**src/rtl/cpu_pkg.sv**
```systemverilog
// Shared definitions for the 8-bit CPU: bus widths, halt opcode and fetch FSM states.
package cpu_pkg;

  localparam int unsigned ADDR_W      = 8;
  localparam int unsigned DATA_W      = 8;
  localparam logic [7:0]  RESET_PC    = 8'h00;
  localparam logic [7:0]  HALT_OPCODE = 8'hFF;

  typedef enum logic [1:0] {
    IDLE   = 2'd0,
    RUN    = 2'd1,
    HALTED = 2'd2
  } fetch_state_t;

endpackage

```
**src/rtl/fetch_out_reg.sv**
```systemverilog
// One-entry valid/ready output slot for the fetch stage: load, hold, flush or drain on handshake.
module fetch_out_reg #(
  parameter int unsigned ADDR_W = 8,
  parameter int unsigned DATA_W = 8
) (
  input  logic              clk,
  input  logic              rst_n,
  input  logic              load_i,
  input  logic              flush_i,
  input  logic              ready_i,
  input  logic [DATA_W-1:0] data_i,
  input  logic [ADDR_W-1:0] pc_i,
  output logic              valid_o,
  output logic [DATA_W-1:0] data_o,
  output logic [ADDR_W-1:0] pc_o
);

  logic              valid_q;
  logic [DATA_W-1:0] data_q;
  logic [ADDR_W-1:0] pc_q;

  // Flush wins over load; a handshake with nothing new to load empties the slot.
  always_ff @(posedge clk or negedge rst_n) begin
    if (!rst_n) begin
      valid_q <= 1'b0;
      data_q  <= '0;
      pc_q    <= '0;
    end else if (flush_i) begin
      valid_q <= 1'b0;
    end else if (load_i) begin
      valid_q <= 1'b1;
      data_q  <= data_i;
      pc_q    <= pc_i;
    end else if (valid_q && ready_i) begin
      valid_q <= 1'b0;
    end
  end

  assign valid_o = valid_q;
  assign data_o  = data_q;
  assign pc_o    = pc_q;

endmodule

```
**src/rtl/instruction_fetch.sv**
```systemverilog
// Fetch stage: owns the PC, drives the ROM address and presents fetched bytes to decode.
module instruction_fetch #(
  parameter int unsigned ADDR_W      = cpu_pkg::ADDR_W,
  parameter int unsigned DATA_W      = cpu_pkg::DATA_W,
  parameter logic [7:0]  RESET_PC    = cpu_pkg::RESET_PC,
  parameter logic [7:0]  HALT_OPCODE = cpu_pkg::HALT_OPCODE
) (
  input  logic              clk,
  input  logic              rst_n,
  input  logic              start,
  input  logic              redirect_valid,
  input  logic [ADDR_W-1:0] redirect_addr,
  output logic [ADDR_W-1:0] imem_addr,
  input  logic [DATA_W-1:0] imem_data,
  output logic              instr_valid,
  input  logic              instr_ready,
  output logic [DATA_W-1:0] instr,
  output logic [ADDR_W-1:0] instr_pc,
  output logic [ADDR_W-1:0] pc,
  output logic              halted
);

  import cpu_pkg::*;

  fetch_state_t      state_q, state_d;
  logic [ADDR_W-1:0] pc_q, pc_d;
  logic              halted_q;
  logic              load_c;
  logic              flush_c;

  // Next-state and PC logic; redirect outranks everything except reset.
  always_comb begin
    state_d = state_q;
    pc_d    = pc_q;
    load_c  = 1'b0;
    flush_c = 1'b0;
    unique case (state_q)
      IDLE: begin
        if (redirect_valid) pc_d = redirect_addr;
        if (start) state_d = RUN;
      end
      RUN: begin
        if (redirect_valid) begin
          pc_d    = redirect_addr;
          flush_c = 1'b1;
        end else if (!instr_valid || instr_ready) begin
          load_c = 1'b1;
          if (imem_data == DATA_W'(HALT_OPCODE)) state_d = HALTED;
          else                                   pc_d    = pc_q + ADDR_W'(1);
        end
      end
      HALTED: begin
        if (redirect_valid) begin
          pc_d    = redirect_addr;
          flush_c = 1'b1;
          state_d = RUN;
        end
      end
      default: state_d = IDLE;
    endcase
  end

  always_ff @(posedge clk or negedge rst_n) begin
    if (!rst_n) begin
      state_q  <= IDLE;
      pc_q     <= ADDR_W'(RESET_PC);
      halted_q <= 1'b0;
    end else begin
      state_q  <= state_d;
      pc_q     <= pc_d;
      halted_q <= (state_d == HALTED);
    end
  end

  fetch_out_reg #(
    .ADDR_W (ADDR_W),
    .DATA_W (DATA_W)
  ) u_out (
    .clk     (clk),
    .rst_n   (rst_n),
    .load_i  (load_c),
    .flush_i (flush_c),
    .ready_i (instr_ready),
    .data_i  (imem_data),
    .pc_i    (pc_q),
    .valid_o (instr_valid),
    .data_o  (instr),
    .pc_o    (instr_pc)
  );

  assign imem_addr = pc_q;
  assign pc        = pc_q;
  assign halted    = halted_q;

endmodule
```
**config.mk**
```make
export PLATFORM = sky130hd
export DESIGN_NAME = instruction_fetch
export DESIGN_NICKNAME = d
export VERILOG_FILES = /design/src/rtl/cpu_pkg.sv /design/src/rtl/fetch_out_reg.sv /design/src/rtl/instruction_fetch.sv
export SDC_FILE = /design/constraint.sdc
export NUM_CORES = 1
export LEC_CHECK = 0
export CORE_ASPECT_RATIO = 1.25
export CORE_MARGIN = 2
export CORE_UTILIZATION = 45
export CTS_BUF_LIST = sky130_fd_sc_hd__clkbuf_4
export CTS_CLUSTER_SIZE = 20
export DETAILED_ROUTE_END_ITERATION = 6
export PLACE_DENSITY = 0.8
export SLEW_MARGIN = 20
export SYNTH_ARGS = -nofsm -noshare
export SYNTH_HDL_FRONTEND = slang
export SYNTH_SLANG_ARGS = --single-unit
```
**constraint.sdc**
```tcl
create_clock -name clk -period 2.2 [get_ports clk]
set_clock_uncertainty 0.05 [all_clocks]
set_input_delay 0.66 -clock clk [delete_from_list [all_inputs] [get_ports clk]]
set_output_delay 0.66 -clock clk [all_outputs]
set_load 0.02 [all_outputs]
```
==> flow_summary.ini <==
[outcome]
status = finished clean

[synth]
synthFlopType = dfrtp_1
synthXorXnorAreaFrac_pct = 0
synth_compound_area_share_pct = 13.4
synth_top_cell_area_share_pct = 47.1
yosys_warnings = 0
synth.most_common_cell = dfrtp_1
syn_nets = 158
synth_edf_count = 0
yosysSeqAreaShare_pct = 47.1
yosys_register_bits = 28
synthTopCellsByCount = dfrtp_1 (28), mux2_2 (16), buf_4 (10), o21ai_0 (8), nand2_1 (6)
netlist_instances = 132
synthAdderAreaFrac_pct = 4.20
avgSynthCellArea_um2 = 11.3
synth_area_mm2 = 0.00149
ys_types = 40
async_flop_share_pct = 100
netlist_top_cells_area = dfrtp_1 (47%), mux2_2 (12%), buf_4 (5.0%)
synthMuxAreaShare_pct = 12.8
synth_top_family_by_area = simple AND/OR/NAND/NOR gates
synth_top_area_cell = dfrtp_1
synth-simple-area-share_pct = 15.3

[cells_and_area]
nets = 218
antennaDiodeCount = 0
seq_area_um2 = 703
final_cell_count_no_fill = 228
multiInputGateArea_um2 = 681
final_util_pct = 68.0
area_growth_pct = 45.8
post_route_cells_drive_above_1_share_pct = 23.6
num-fill-cells = 245

[worst_setup_path]
start_kind = flop
endpoint_kind = primary output
rrSetupSlack_ns = 0.27
r2r-start = state_q[0]
cp_slowest_cell = clkdlybuf4s50_1
cp-endpoint = imem_addr[5]
worst-setup-path-type = reg -> out
critical-path-max-stage-delay_ns = 0.62
cpLargestDelayFamily = buffers and inverters
cp.arrival_ns = 1.41
reg2reg_depth = 6
crit_chain = clkdlybuf4s50_1
cp.depth = 1
crit_required_ns = 1.49
crit_buf_inv = 1
rr_endpoint = imem_addr[1]
critPathLaunch = imem_addr[5]
path_max_fanout = 8

[sta]
slew_viol_final = 0
finalCritPeriodShare_pct = 96.6
fmaxAchievable_mhz = 471
finalSetupTns_ns = 0
hold_viol = 0
fin_crit_ns = 2.12
setup_viol_count_final = 0
relSlewSlack_pct = 72.0
rsz0062_at_grt = false
worst_slew_pin_slew_ns = 0.420
hold_ws_ns = 0.474

[pwr]
cellLeakagePower_nw = 0.942
vdd_drop_max_mv = 1.10
pwr_density_cell_mw_per_mm2 = 1440

[die]
num_rows = 23
die_x_um = 55.5
boundaryPins = 55
initial_core_util_pct = 46.6
die-area_mm2 = 0.00379
die_h_um = 68.3
core_area_mm2 = 0.00319

[cts]
root_buffer = clkbuf_4
insertion_delay_ns = 0.33
cts_tree = done
clk_pin_slew_ns = 0.16
postCtsHoldBufs = 0
ctsHtreeMaxLevel = 1
cts_made_buffers = 3
clockBufferDepth = 2
cts_sinks = 28

[detailed_routing]
drt_pass1_iterations = 4
routed_via_density = 5.52
drt_iter0_markers = 28
drcViolationCount = 0
antenna_left = 0
routedWlPerCell_um = 15.0
num_vias = 1259
wl_um = 3420

[place]
hpwl_um = 2740
portBuffers = 54
gp_congestion = 0.844
placedCellCount = 224

[flow_run]
drv_cap = 0

[grt]
grt_pass1_wl_um = 6020
grt_max_degree = 29
grt_pass1_vias = 1315
grt_usage_pct = 20.1
grt_antenna_before_repair = 0
grt_overflow_total = 0

[hold_path]
min-delay-path-class = reg -> reg
## cells by family (layout without fill, tap and decap cells)
kind of cell    after synthesis  in the layout
compound gates               28             28
buf+inv                      18             77
fa+ha+maj                     5              5
mux                          17             17
flops                        28             28
simple gates                 36             36
## layout make-up
cell class / count / share of cell area, %
Sequential cell: 28 / 32.4
Multi-Input combinational cell: 86 / 31.4
Timing Repair Buffer: 69 / 31.0
Tap cell: 37 / 2.13
Clock inverter: 1 / 1.38
Clock buffer: 3 / 1.04
Inverter: 4 / 0.692
## where the power goes
group / switching, W / internal (W) / leakage (nW)
logic: 0.000885 / 0.000961 / 0.588
clock network: 0.000151 / 0.000184 / 0.0279
registers: 0.000192 / 0.000756 / 0.326
total: 0.00123 / 0.00190 / 0.942
## per-layer routing
layer | part of all wire [%] | vias to the layer above | track usage (%)
met5 | 0 | - | 0
li1 | - | 601 | -
met2 | 53 | 43 | 38.5
met3 | 5.2 | 2 | 3.59
met4 | 0.44 | 0 | 6.10
met1 | 42 | 613 | 22.9
## timing repair
action,CTS,global route
gates resized for setup,1,4
setup endpoints to repair,2,4
buffers inserted,0,0
## worst min path at each step
stage,from,end,slack [ns],cells past startpoint
after detailed placement,u_out.pc_o[6],u_out.pc_o[6],0.45,1
after global routing,u_out.data_o[5],u_out.data_o[5],0.50,1
after floorplan,rst_n,halted,0.31,0
after global placement,u_out.pc_o[4],u_out.pc_o[4],0.44,1
after CTS,u_out.pc_o[6],u_out.pc_o[6],0.48,1
final,u_out.pc_o[6],u_out.pc_o[6],0.47,1
## stage by stage
step	total power (W)	area [um^2]	worst slack, ns
floorplan	0.00203	1490	0.497
global placement	0.00277	2110	-0.0607
detailed placement	0.00283	2110	-0.0874
CTS	0.00317	2160	0.0184
global route	0.00332	2170	0.00400
finish	0.00313	2170	0.0758
## sequential cells by signal, summed over array words and instances (netlist names)
signal,flops
u_out.valid_o,1
u_out.data_o,8
u_out.pc_o,8
imem_addr,8
halted,1
state_q,2
## placed cells by master, fill, tap and decap left out, types with 2 or more instances in the layout
| cell | count |
|---|---|
| nor3_1 | 5 |
| a31oi_1 | 2 |
| a2bb2oi_1 | 5 |
| nand4_1 | 3 |
| o22ai_1 | 2 |
| nor3_2 | 3 |
| ha_1 | 5 |
| buf_4 | 14 |
| nand3_1 | 3 |
| o21ai_0 | 8 |
| mux2_2 | 16 |
| nor2_1 | 5 |
| inv_1 | 4 |
| clkbuf_4 | 3 |
| clkdlybuf4s50_1 | 51 |
| dfrtp_1 | 26 |
| nand2_1 | 6 |
| dlymetal6s2s_1 | 3 |
| dfrtp_2 | 2 |
Note: power is estimated with default switching activity, not from simulation.
